==> src/rtl/cordic_arbiter.sv <==
// N_CH-way operand arbiter that feeds a single shared CORDIC core through a one-entry output register.
// Define CORDIC_ARB_ROUND_ROBIN_EN for round-robin priority; the default build uses fixed lowest-index priority.
module cordic_arbiter #(
   parameter int N_CH      = 4,
   parameter int DIN_WIDTH = 16,
   parameter int ID_WIDTH  = $clog2(N_CH)
) (
   input  logic                          clk,
   input  logic                          rst,
   input  logic [N_CH-1:0]               s_valid,
   input  logic [N_CH*2*DIN_WIDTH-1:0]   s_data,
   output logic [N_CH-1:0]               s_ready,
   output logic                          m_valid,
   output logic [2*DIN_WIDTH-1:0]        m_data,
   output logic [ID_WIDTH-1:0]           m_id,
   input  logic                          m_ready
);

   localparam int DW2 = 2 * DIN_WIDTH;

   typedef enum logic {
      EMPTY = 1'b0,
      FULL  = 1'b1
   } state_t;

   state_t              state_q, state_d;
   logic [DW2-1:0]      data_q, sel_data;
   logic [ID_WIDTH-1:0] id_q, win_id, ptr_q;
   logic [ID_WIDTH:0]   scan_idx;
   logic                found, load_en, xfer;

   // Scan channels starting at the pointer, wrapping past N_CH-1 back to 0.
   // NOTE: blocking assignments in always_comb; 'found' is read back within the same pass.
   always_comb begin
      win_id   = '0;
      scan_idx = '0;
      found    = 1'b0;
      for (int i = 0; i < N_CH; i++) begin
         scan_idx = {1'b0, ptr_q} + (ID_WIDTH+1)'(i);
         if (scan_idx >= (ID_WIDTH+1)'(N_CH))
            scan_idx = scan_idx - (ID_WIDTH+1)'(N_CH);
         if (!found && s_valid[scan_idx[ID_WIDTH-1:0]]) begin
            found  = 1'b1;
            win_id = scan_idx[ID_WIDTH-1:0];
         end
      end
   end

   assign load_en = (state_q == EMPTY) || m_ready;
   assign xfer    = load_en && found && !rst;

   // NOTE: every output of this block gets a default first, so no latch is inferred.
   always_comb begin
      s_ready  = '0;
      sel_data = '0;
      for (int k = 0; k < N_CH; k++) begin
         if (win_id == ID_WIDTH'(k)) begin
            s_ready[k] = xfer;
            sel_data   = s_data[k*DW2 +: DW2];
         end
      end
   end

   // NOTE: sequential state uses non-blocking assignments only.
   always_ff @(posedge clk) begin
      if (rst) state_q <= EMPTY;
      else     state_q <= state_d;
   end

   always_comb begin
      state_d = state_q;
      case (state_q)
         EMPTY: if (xfer) state_d = FULL;
         FULL: begin
            if (xfer)         state_d = FULL;
            else if (m_ready) state_d = EMPTY;
         end
         default: state_d = EMPTY;
      endcase
   end

   // NOTE: the operand register is reset so m_data/m_id read zero after reset.
   always_ff @(posedge clk) begin
      if (rst) begin
         data_q <= '0;
         id_q   <= '0;
      end else if (xfer) begin
         data_q <= sel_data;
         id_q   <= win_id;
      end
   end

`ifdef CORDIC_ARB_ROUND_ROBIN_EN
   always_ff @(posedge clk) begin
      if (rst)
         ptr_q <= '0;
      else if (xfer)
         ptr_q <= (win_id == ID_WIDTH'(N_CH-1)) ? '0 : win_id + 1'b1;
   end
`else
   assign ptr_q = '0;
`endif

   // Gating with rst keeps a held operand from being handed to the core during the reset cycle.
   assign m_valid = (state_q == FULL) && !rst;
   assign m_data  = rst ? '0 : data_q;
   assign m_id    = rst ? '0 : id_q;

endmodule

==> config.mk <==
export PLATFORM = sky130hd
export DESIGN_NAME = cordic_arbiter
export DESIGN_NICKNAME = d
export VERILOG_FILES = /design/src/rtl/cordic_arbiter.sv
export SDC_FILE = /design/constraint.sdc
export NUM_CORES = 1
export LEC_CHECK = 0
export BUFFER_PORTS_ARGS = -buffer_cell sky130_fd_sc_hd__buf_2
export CAP_MARGIN = 0
export CORE_AREA = 2 2 82 92
export DETAILED_ROUTE_END_ITERATION = 10
export DIE_AREA = 0 0 84 94
export GPL_TIMING_DRIVEN = 1
export PLACE_DENSITY = 0.76
export SLEW_MARGIN = 25
export SYNTH_ARGS = -nofsm -noshare
export SYNTH_HDL_FRONTEND = slang
export SYNTH_SLANG_ARGS = --single-unit
==> constraint.sdc <==
create_clock -name clk -period 1.4 [get_ports clk]
set_input_delay 0.14 -clock clk [delete_from_list [all_inputs] [get_ports clk]]
set_output_delay 0.14 -clock clk [all_outputs]
set_load 0.05 [all_outputs]
==> metrics list, run 1 <==
- Setup repair after global routing could not meet its margin everywhere.
- Final standard cell area without fillers: 0.00457 sq mm
- Of the total synthesized cell area, the portion taken by XOR and XNOR cells is 0%.
* Count of buffer and inverter cells on the critical path: 2
- After clock tree synthesis, the clock-pin slew on the worst setup and hold paths is 80 ps.
- Yosys reg bits: 35
- Routability-driven placement finished with a final weighted congestion of a little under 0.9.
* Chip Height: roughly 94 microns
- Mean post-synth cell area: 7.44 sq um
- Pre-Repair DR Iteration Count: 4
- In this run the tightest slew margin relative to its limit is approximately 65%.
* Layout Nets: 672
- The largest individual stage delay along the critical path comes from the cell sky130_fd_sc_hd__or3_4.
- After detailed routing, the number of remaining DRC violations is 0.
* Number of logic stages on the critical path including buffering: 5
* Clock period minus worst slack: around 1600 ps
- Yosys mapped the design onto 30 distinct sky130hd cell types.
* Routed WL per cell: between 15 and 20 microns
- Summing the sequential cell areas from Yosys gives between 20% and 30% of the chip area.
- For this run, the share of the core covered by cells in the final layout is 66.0%.
- Worst setup path class: register to primary output
- The floorplan step set the die width to about 84 microns.
- After layout, the worst path uses 115% of the clock period.
- Detailed placement ended at an HPWL of ~7400 microns.
* Vias: roughly 3.6k
- The number of global-route vias before repair came to between 3k and 4k.
* Vias per Instance: 5.80
* Asr flop ratio synth: 0%
* Dominant combinational cell family by area after synthesis: simple AND/OR/NAND/NOR gates
- Hold-fix buffer count after cts: 0
- Leakage power summed over all cells: 0.00197 uW
* Number of failing setup endpoints in the final timing report: 36
* Run status: finished with violations
* Instance area at placement: ~0.0037 sq mm
* Family with the most delay on the worst path: simple AND/OR/NAND/NOR gates
* Post-route antenna net violation count: 0
* Most used DFF post-synth: sky130_fd_sc_hd__dfxtp_1
* Adder and majority cell fraction of the synthesized area: 0%
- Aggregate routed wire length: roughly 11000 microns
* Power density over cell area: 795 mW/mm^2
* Startpoint type of the worst setup path: register
- For the pin with the worst max-slew slack, the measured transition is 531 ps.
- The total overflow left after global routing is 0.
- The biggest area contributor in the post-synthesis netlist is sky130_fd_sc_hd__dfxtp_1.
- Number of violations reported at the end of detailed-routing iteration 0: 168
- After synthesis, the largest area contributor takes up between 20% and 30% of total cell area.
- The clock drives 35 sinks.
- The max-slew violation total from the final report is 0.
* Peak fanout along the critical path: 4
- By instance count, the cell type seen most on the critical path is sky130_fd_sc_hd__buf_6.
* Post-route setup slack: -213 ps
- Net Count, Synth: about 480
- Synth Area in Compound Gates: a little under 30%
- After technology mapping, the gate count stands at around 350.
- Series of cell instances along the critical path: nor2b_4 > or3_4 > buf_6 > nor2_4 > buf_6
- Max-cap violations in this run came to 0.
* Worst Reg-to-Reg Cells: 7
- TritonCTS built the clock tree.
- After synthesis, the share of cell area in mux cells is 0%.
- Required time of the critical path: ~1300 ps
- The number of endpoints with negative hold slack in the final report is 0.
- Largest vdd supply drop: around 0.55 mV
- The path class of the tightest hold or removal check is input port to register.
- Arrival time of data at the critical path endpoint: 1470 ps
- Clock latency on the worst-skew pair, taken at its later pin, is roughly 290 ps.
- PortBufs: around 170
- The worst setup path is captured at a primary output.
- The first global-routing pass estimated between 15000 and 20000 microns of wire.
- Yosys attributes the largest share of cell area to sky130_fd_sc_hd__dfxtp_1, sky130_fd_sc_hd__a221oi_1, sky130_fd_sc_hd__o311ai_1.
- The synthesized netlist devotes 35.1% of its cell area to simple gates.
- Number of buffers inserted during clock tree synthesis: 5
* Post-Synthesis Cell Area: 0.00259 sq mm
* Violated checks: negative setup slack
- Area added between synthesis and finish: 76.4%
- Pin count of the biggest net entering global routing: 21
- CTS placed an instance of sky130_fd_sc_hd__clkbuf_8 at the clock tree root.
* Die outline area: just under 0.008 sq mm
- Clock Skews: 7.29 ps
* Placement row count: 32
- In the global route stage, overall resource usage came out at a little over a quarter.
- Summed over all failing endpoints, the final setup total negative slack is -3390 ps.
- Yosys mapped a number of flops with a built-in enable equal to 0.
- The initial utilization of the core area, before any placement, comes to between 30% and 40%.
- By instance count, the leading cell after synthesis is sky130_fd_sc_hd__nor2b_1.
- Most numerous cell types in the synthesized netlist: sky130_fd_sc_hd__nor2b_1, sky130_fd_sc_hd__dfxtp_1, sky130_fd_sc_hd__nor2_1
- The core region is slightly below 0.007 sq mm.
* Layout cells sized above 1: a little over half
* Maximum clock path buffer count: 2
- Number of primary I/O pins: approximately 170
* Highest cell delay on the worst timing path: roughly 370 ps
- Counting instances, the worst hold path has a depth of 3.
- H-tree depth: 2
- Initial antenna violation count: 0
- For this run, the number of Yosys warnings is 0.
* Highest clock frequency the design can meet: between 600 and 700 MHz
* Antenna diodes: 0
## final cells by class
type,instances,area (sq um)
Clock buffer,6,82.6
Clock inverter,2,35.0
Fill cell,577,2360
Multi-Input combinational cell,275,2170
Sequential cell,35,702
Tap cell,85,106
Timing Repair Buffer,220,1470
## stage by stage
step	setup slack [ps]	hold WS [ps]	cells	total power [uW]
after floorplan	-141	280	348	1900
after global placement	-61.7	368	602	2340
after detailed placement	-85.7	372	602	2370
after CTS	-221	62.7	622	3490
after global routing	-272	79.4	623	3790
final	-213	76.4	623	3630
## layer usage
metal / up-vias / track usage (%) / wire length, microns
li1: 1664 / - / -
met1: 1684 / 30.4 / 4230
met2: 231 / 47.9 / 5760
met3: 33 / 4.66 / 912
met4: 0 / 11.4 / 301
met5: - / 0 / 0
## flip-flops by register name, summed over array words and instances, names as in the netlist
signal,count
data_q,32
id_q,2
state_q,1
## report_power, final
part	internal, uW	switching (uW)	total, uW
combinational	657	860	1520
sequential	1110	22.8	1130
clock	577	406	983
## cell families after synthesis
family / after synthesis
flip-flops: 35
AND/OR/NAND/NOR: 173
AO/OA/AOI/OAI: 102
buffers and inverters: 38
## worst reg2reg max path: cells and delay by family, from the launching register on
kind	cells	cell delay (ps)
AOI/OAI and AO/OA	1	100
buffers and inverters	3	430
and+or+nand+nor	3	570
DFF	1	320
## what timing repair did
| item | 4_1_cts | 5_1_grt |
|---|---|---|
| endpoints found under the setup margin | 18 | 37 |
| gates resized for setup | 36 | 57 |
| endpoints found under the hold margin | 0 | 0 |
| setup buffers | 8 | 1 |
| cloned | 5 | 0 |
| pin swaps | 9 | 28 |
## cells in the final DEF, fill, tap and decap left out, types with 12 or more instances in the layout
cell | synthesis | final
sky130_fd_sc_hd__a21oi_1 | 29 | 29
sky130_fd_sc_hd__a221oi_1 | 29 | 29
sky130_fd_sc_hd__buf_2 | 10 | 169
sky130_fd_sc_hd__buf_4 | 6 | 27
sky130_fd_sc_hd__dfxtp_1 | 35 | 34
sky130_fd_sc_hd__nand2_1 | 30 | 29
sky130_fd_sc_hd__nand2b_1 | 29 | 29
sky130_fd_sc_hd__nand3_1 | 29 | 13
sky130_fd_sc_hd__nand3_4 | 0 | 12
sky130_fd_sc_hd__nor2_1 | 34 | 31
sky130_fd_sc_hd__nor2b_1 | 38 | 36
## path summary, 6_finish.rpt
check	from	end	slack, ps
worst min register to register	data_q[15]	data_q[15]	590
worst max register to register	state_q	data_q[18]	-140
worst max-delay path	state_q	s_ready[2]	-210
worst min-delay path	s_data[120]	data_q[24]	80
(Power assumes the default switching activity.)
==> inputs of run 2 (changes only) <==
--- a/config.mk
+++ b/config.mk
@@ -8,10 +8,12 @@
 export BUFFER_PORTS_ARGS = -buffer_cell sky130_fd_sc_hd__buf_2
 export CAP_MARGIN = 0
 export CORE_AREA = 2 2 82 92
+export CTS_BUF_LIST = sky130_fd_sc_hd__clkbuf_16
 export DETAILED_ROUTE_END_ITERATION = 10
 export DIE_AREA = 0 0 84 94
 export GPL_TIMING_DRIVEN = 1
 export PLACE_DENSITY = 0.76
+export SKIP_CTS_REPAIR_TIMING = 1
 export SLEW_MARGIN = 25
 export SYNTH_ARGS = -nofsm -noshare
 export SYNTH_HDL_FRONTEND = slang
==> run 2 against run 1 <==
The flow still finishes with violations (negative setup slack). Largest power group unchanged. Critical path type unchanged. Core utilization decreased by 6.4 points. Sequential share of layout area rose by 1.7 points. Worst hold slack better by 20 ps. Design area fell by 9.7%. Non-clock buffer count is 7 lower. Worst setup slack gained 4.5 ps. Critical path depth unchanged. Clock power up 27%. First-iteration DRC count grew 10%. Clock skew shrank 2.7 ps.
==> metrics list, run 2 (same netlist as run 1, synthesis figures left out) <==
- Run status: finished with violations
* Violated checks: negative setup slack
- Arrival time of data at the critical path endpoint: 1470 ps (about the same)
- The critical path starts at state_q.
- The number of cells in the design after placement was 602 (unchanged).
- The leakage power total is 0.00188 uW (-4.9%).
- The library cell used most frequently in the layout, excluding fill and tap cells, is sky130_fd_sc_hd__buf_2.
- From synthesis to final layout, the design area changed by 59.2%.
- The maximum level of the CTS H-tree is 2 (unchanged).
- The number of port buffers was 173 (unchanged).
- Vias in the first global route: 3327 (-5.8%)
- The combined global-route utilization of all metal layers is 24.4% (-2.1 points).
* Layout cells sized above 1: 46.0% (-6.1 points)
- The largest fanout on the critical path was 6 (+2).
* Clock Skews: 4.55 ps (-2.74 ps)
* Worst reg2reg startpoint: state_q
* Slew at the pin closest to its max-slew limit: 497 ps (-34.2 ps)
- Post-route DRC: 0 (unchanged)
- Clock period minus worst slack: 1610 ps (-4.48 ps)
- Setup repair after global routing could not meet its margin everywhere.
- Type of element capturing the critical path: primary output
- Max FFs per register: 32 (unchanged)
- Layout Nets: 665 (-1.0%)
- The overall die height is 94 microns (unchanged).
- Aggregate routed wire length: 10400 microns (-7.5%)
- Worst setup path class: register to primary output
* Worst hold slack after final layout: 96.0 ps (+19.6 ps)
* Initial standard-cell utilization of the core: 37.4% (unchanged)
- The last weighted congestion value of the routability-driven placer was 0.876 (unchanged).
* Min-delay src: s_data[123]
- Total design power: 3700 uW (+1.9%)
* TritonCTS clock tree: yes
* Max-slew violation count: 0 (unchanged)
* Clk sinks: 35 (unchanged)
- The power per unit of standard cell area was 897 mW/mm^2 (+13%).
* Post-route antenna net violation count: 0 (unchanged)
- Highest cell delay on the worst timing path: 370 ps (about the same)
- Vias: 3493 (-3.3%)
* Count of endpoints failing hold in the final timing report: 0 (unchanged)
- Register with the highest flop count: data_q
- Max-cap viol count: 0 (unchanged)
* Number of fill cells: 636 (+10%)
* Clock latency on the worst-skew pair: 280 ps (about the same)
- Type of the tightest min-delay check: input port to register
- The clock transition at the registers of the reported paths is 60 ps (-20 ps).
- Initial antenna violation count: 0 (unchanged)
- The die area was 0.00790 sq mm (unchanged).
- Post-route clock period utilization: 115% (-0.32 points)
- The DRC violation total after the first TritonRoute iteration was 185 (+10%).
- Post-route setup slack: -209 ps (+4.48 ps)
- The tightest slew margin relative to the limit came to 66.9% (+2.3 points).
* Count of placed standard cells in the final layout, fillers left out: 616 (-1.1%)
- The final core utilization is 59.5% (-6.4 points).
* Required time of the critical path: 1260 ps (about the same)
- The wire length per cell after detailed routing was 16.8 microns (-6.5%).
* Aggregate global routing overflow: 0 (unchanged)
- Detailed-placement wirelength estimate: 7430 microns (unchanged)
- The largest registers in the layout are data_q: 32 flops, id_q: 2 flops, state_q: 1 flops.
* Highest clock frequency the design can meet: 622 MHz (+0.28%)
* Startpoint type of the worst setup path: register
- Pre-Repair DR Iteration Count: 5 (+1)
- The wire length of the first global-routing pass came to 15700 microns (-6.3%).
- Placement row count: 32 (unchanged)
* Chip Width: 84 microns (unchanged)
* Final standard cell area without fillers: 0.00412 sq mm (-9.7%)
- Walking the worst path, the cells encountered are nor2b_4 > or3_4 > buf_8 > nor2_4 > buf_8.
- Number of buffers inserted during clock tree synthesis: 5 (unchanged)
- Clock tree synthesis selected as its root buffer the cell sky130_fd_sc_hd__clkbuf_16.
* Pin count of the biggest net entering global routing: 21 (unchanged)
* Number of failing setup endpoints in the final timing report: 14 (-61%)
- The standard cell core area is 0.00693 sq mm (unchanged).
* Number of primary I/O pins: 174 (unchanged)
- The top cell types in the final layout, fill and taps aside, are sky130_fd_sc_hd__buf_2, sky130_fd_sc_hd__nor2b_1, sky130_fd_sc_hd__dfxtp_1.
- The via-per-instance ratio was 5.67 (-2.2%).
- The most numerous cell type found on the critical path is sky130_fd_sc_hd__buf_8.
- The maximum vdd ir drop was 0.563 mV (+3.0%).
- The slowest stage of the critical path belongs to the cell sky130_fd_sc_hd__or3_4.
- The maximum clock path buffer count came to 2 (unchanged).
* Instance area at placement: 0.00374 sq mm (unchanged)
- The number of diodes added for antenna fixing was 0 (unchanged).
==> run 2: power by group <==
part | switching, uW | leakage (uW) | total (uW) | internal, uW
logic | 758 | 0.00150 | 1320 | 560
clock network | 422 | 0.0000812 | 1250 | 830
registers | 20.8 | 0.000291 | 1130 | 1110
==> run 2: worst max-delay path: cells and delay by family (launching register included) <==
family,cells,cell delay [ps]
flip-flops,1,310
buffers and inverters,2,300
AND/OR/NAND/NOR,3,590
==> run 2: layout make-up <==
type                            count  area [sq um]  area share (%)
Sequential cell                    35           702            17.0
Timing Repair Buffer              213          1350            32.6
Clock inverter                      3          38.8           0.941
Multi-Input combinational cell    275          1810            43.8
Tap cell                           85           106            2.58
Clock buffer                        5           125            3.03
==> run 2: per-layer routing <==
layer  vias to the layer above  track usage (%)  share of wire, %
met5                         -                0                 0
met4                         0             7.66               1.9
met3                        25             4.22               7.8
met2                       197             44.1                51
met1                      1619             29.3                39
li1                       1652                -                 -
==> run 2: stage by stage <==
stage | setup WS, ps | TNS (ps)
CTS | -384 | -1770
finish | -209 | -1710
detailed placement | -85.7 | -857
global placement | -61.7 | -297
floorplan | -141 | -2960
global route | -269 | -2550
==> run 2: path summary, 6_finish.rpt <==
check | endpoint | slack, ps | cells past startpoint
hold reg to reg | data_q[23] | 590 | 2
setup / recovery | s_ready[2] | -210 | 5
setup reg to reg | data_q[22] | -130 | 7
hold / removal | data_q[27] | 100 | 3
==> inputs of run 3 (changes only) <==
--- a/config.mk
+++ b/config.mk
@@ -11,7 +11,7 @@
 export CTS_BUF_LIST = sky130_fd_sc_hd__clkbuf_16
 export DETAILED_ROUTE_END_ITERATION = 10
 export DIE_AREA = 0 0 84 94
-export GPL_TIMING_DRIVEN = 1
+export GPL_TIMING_DRIVEN = 0
 export PLACE_DENSITY = 0.76
 export SKIP_CTS_REPAIR_TIMING = 1
 export SLEW_MARGIN = 25
==> run 3 against run 2 <==
Worst hold slack worse by 6.1 ps. Largest power group unchanged. Critical path type unchanged. Critical path depth is 1 higher. Critical endpoint is now s_ready[3]. First-iteration DRC count is 4.9% higher. The run still ends with negative setup slack left. Routed wire length is 1.5% lower.
==> metrics list, run 3 (same netlist as run 1, synthesis figures left out) <==
* Run status: finished with violations
* Violated checks: negative setup slack
- Power density over cell area: 859 mW/mm^2 (-4.3%)
* TritonCTS clock tree: yes
* Max-slew violation count: 0 (unchanged)
- The required time at the endpoint of the critical path was 1260 ps (about the same).
* Largest vdd supply drop: 0.406 mV (-28%)
* Vias in the first global route: 3232 (-2.9%)
* Post-route antenna net violation count: 0 (unchanged)
- Pre-Repair DR Iteration Count: 4 (-1)
- The overall die height came to 94 microns (unchanged).
- Vias per Instance: 5.56 (-2.0%)
* Register with the highest flop count: data_q
- Vias: 3457 (-1.0%)
- The tightest slew margin relative to the limit came to 63.4% (-3.5 points).
- The worst hold slack came to 89.9 ps (-6.09 ps).
- The total congestion overflow after global routing came to 0 (unchanged).
- The last weighted congestion value of the routability-driven placer is 0.798 (-8.9%).
- The number of nets in the layout is 671 (+0.90%).
* Number of primary I/O pins: 174 (unchanged)
* TNS Setup: -2520 ps (-806 ps)
- The tree is rooted in a sky130_fd_sc_hd__clkbuf_16.
* Total design power: 3450 uW (-6.8%)
- The library cell used most frequently in the layout, excluding fill and tap cells, is sky130_fd_sc_hd__buf_2.
- Arrival time of data at the critical path endpoint: 1570 ps (+100 ps)
* Most used cells in the layout excluding fill and tap cells: sky130_fd_sc_hd__buf_2, sky130_fd_sc_hd__nor2b_1, sky130_fd_sc_hd__dfxtp_1
- The detailed placer's ending HPWL came to 7370 microns (-0.84%).
* Area added between synthesis and finish: 55.1%
* Startpoint type of the worst setup path: register
- The post-route standard cell area excluding fillers was 0.00402 sq mm (-2.6%).
- The setup skew after layout was 6.75 ps (+2.20 ps).
* Final core utilization: 58.0% (-1.6 points)
- The filler cell count in the final layout is 687 (+8.0%).
- Worst setup path class: register to primary output
- The clock net sink count came to 35 (unchanged).
- H-tree depth: 2 (unchanged)
- Top flop regs: data_q: 32 flops, id_q: 2 flops, state_q: 1 flops
- Initial antenna violation count: 0 (unchanged)
- PortBufs: 172 (-0.58%)
- The die area came to 0.00790 sq mm (unchanged).
- Clock transition at the registers of the reported paths: 60 ps (about the same)
- Count of endpoints failing hold in the final timing report: 0 (unchanged)
* Post-route setup slack: -308 ps (-98.7 ps)
* Leakage power summed over all cells: 0.00181 uW (-3.5%)
* Number of buffers inserted during clock tree synthesis: 5 (unchanged)
- The highest clock rate was 586 MHz (-5.8%).
- Placement row count: 32 (unchanged)
* Max-cap viol count: 0 (unchanged)
* Number of violations reported at the end of detailed-routing iteration 0: 194 (+4.9%)
- The period utilization was 122% (+7.0 points).
- Max FFs per register: 32 (unchanged)
- The setup violation total in the final timing report came to 27 (+13).
- The starting utilization of the core area came to 37.4% (unchanged).
- The combined global-route utilization of all metal layers came to 24.2% (-0.14 points).
* Antenna diodes: 0 (unchanged)
* Type of element capturing the critical path: primary output
* Maximum clock path buffer count: 2 (unchanged)
- Clock period minus worst slack: 1710 ps (+98.7 ps)
* Setup repair after global routing missed its margin: yes
* Peak fanout along the critical path: 7 (+1)
* Global-route wire length before repair: 15500 microns (-0.96%)
* Layout cells sized above 1: 44.7% (-1.3 points)
- Slew at the pin closest to its max-slew limit: 549 ps (+53.0 ps)
* Clock latency on the worst-skew pair: 270 ps (about the same)
* Pin count of the biggest net entering global routing: 11 (-48%)
- The cell area after placement was 0.00358 sq mm (-4.1%).
* Type of the tightest min-delay check: input port to register
- The wire length reported by the detailed router was 10200 microns (-1.5%).
* Core area: 0.00693 sq mm (unchanged)
* Routed WL per cell: 16.4 microns (-2.4%)
- The die span in x was 84 microns (unchanged).
- Post-route DRC: 0 (unchanged)
## run 3: changes by cell type in the layout (fill, tap and decap cells not counted), sizes merged
cell / change
bufinv: -1
clkbuf: +19
buf: -13
clkinv: -1
inv: +2
## run 3: final timing paths
path	cells past startpoint	slack, ps	start	to
worst max-delay path	6	-310	state_q	s_ready[3]
worst min-delay path	3	90	s_data[109]	data_q[13]
worst max register to register	7	-110	state_q	data_q[19]
worst min register to register	2	580	data_q[15]	data_q[15]
## run 3: layer usage
layer  global-route usage, %  wire length (microns)  vias up
met3                    4.04                    662       10
li1                        -                      -     1660
met4                    6.59                    119        0
met5                       0                      0        -
met2                    42.8                   5130      163
met1                    30.5                   4310     1624
## run 3: per-stage QoR
| stage | worst slack (ps) | cells |
|---|---|---|
| final | -308 | 622 |
| after global routing | -347 | 622 |
| after CTS | -505 | 613 |
| after detailed placement | -248 | 605 |
| after global placement | -243 | 605 |
| after floorplan | -141 | 348 |
## run 3: final cells by class
class	count	area, sq um	share of cell area (%)
Buffer	38	268	6.67
Clock buffer	5	125	3.12
Multi-Input combinational cell	275	1780	44.4
Sequential cell	35	702	17.5
Clock inverter	3	12.5	0.312
Timing Repair Buffer	181	1020	25.4
Tap cell	85	106	2.65
## run 3: report_power, final
group / internal [uW] / switching [uW]
Combinational: 534 / 747
Clock: 642 / 391
Sequential: 1110 / 23.5
## run 3: worst max-delay path, stage by stage, from the launching register on
cell and delay (ps):
sky130_fd_sc_hd__dfxtp_2 310, sky130_fd_sc_hd__nor2b_4 120, sky130_fd_sc_hd__or3_4 360, sky130_fd_sc_hd__buf_6 140, sky130_fd_sc_hd__buf_12 130, sky130_fd_sc_hd__nor2_4 70
sky130_fd_sc_hd__buf_6 160
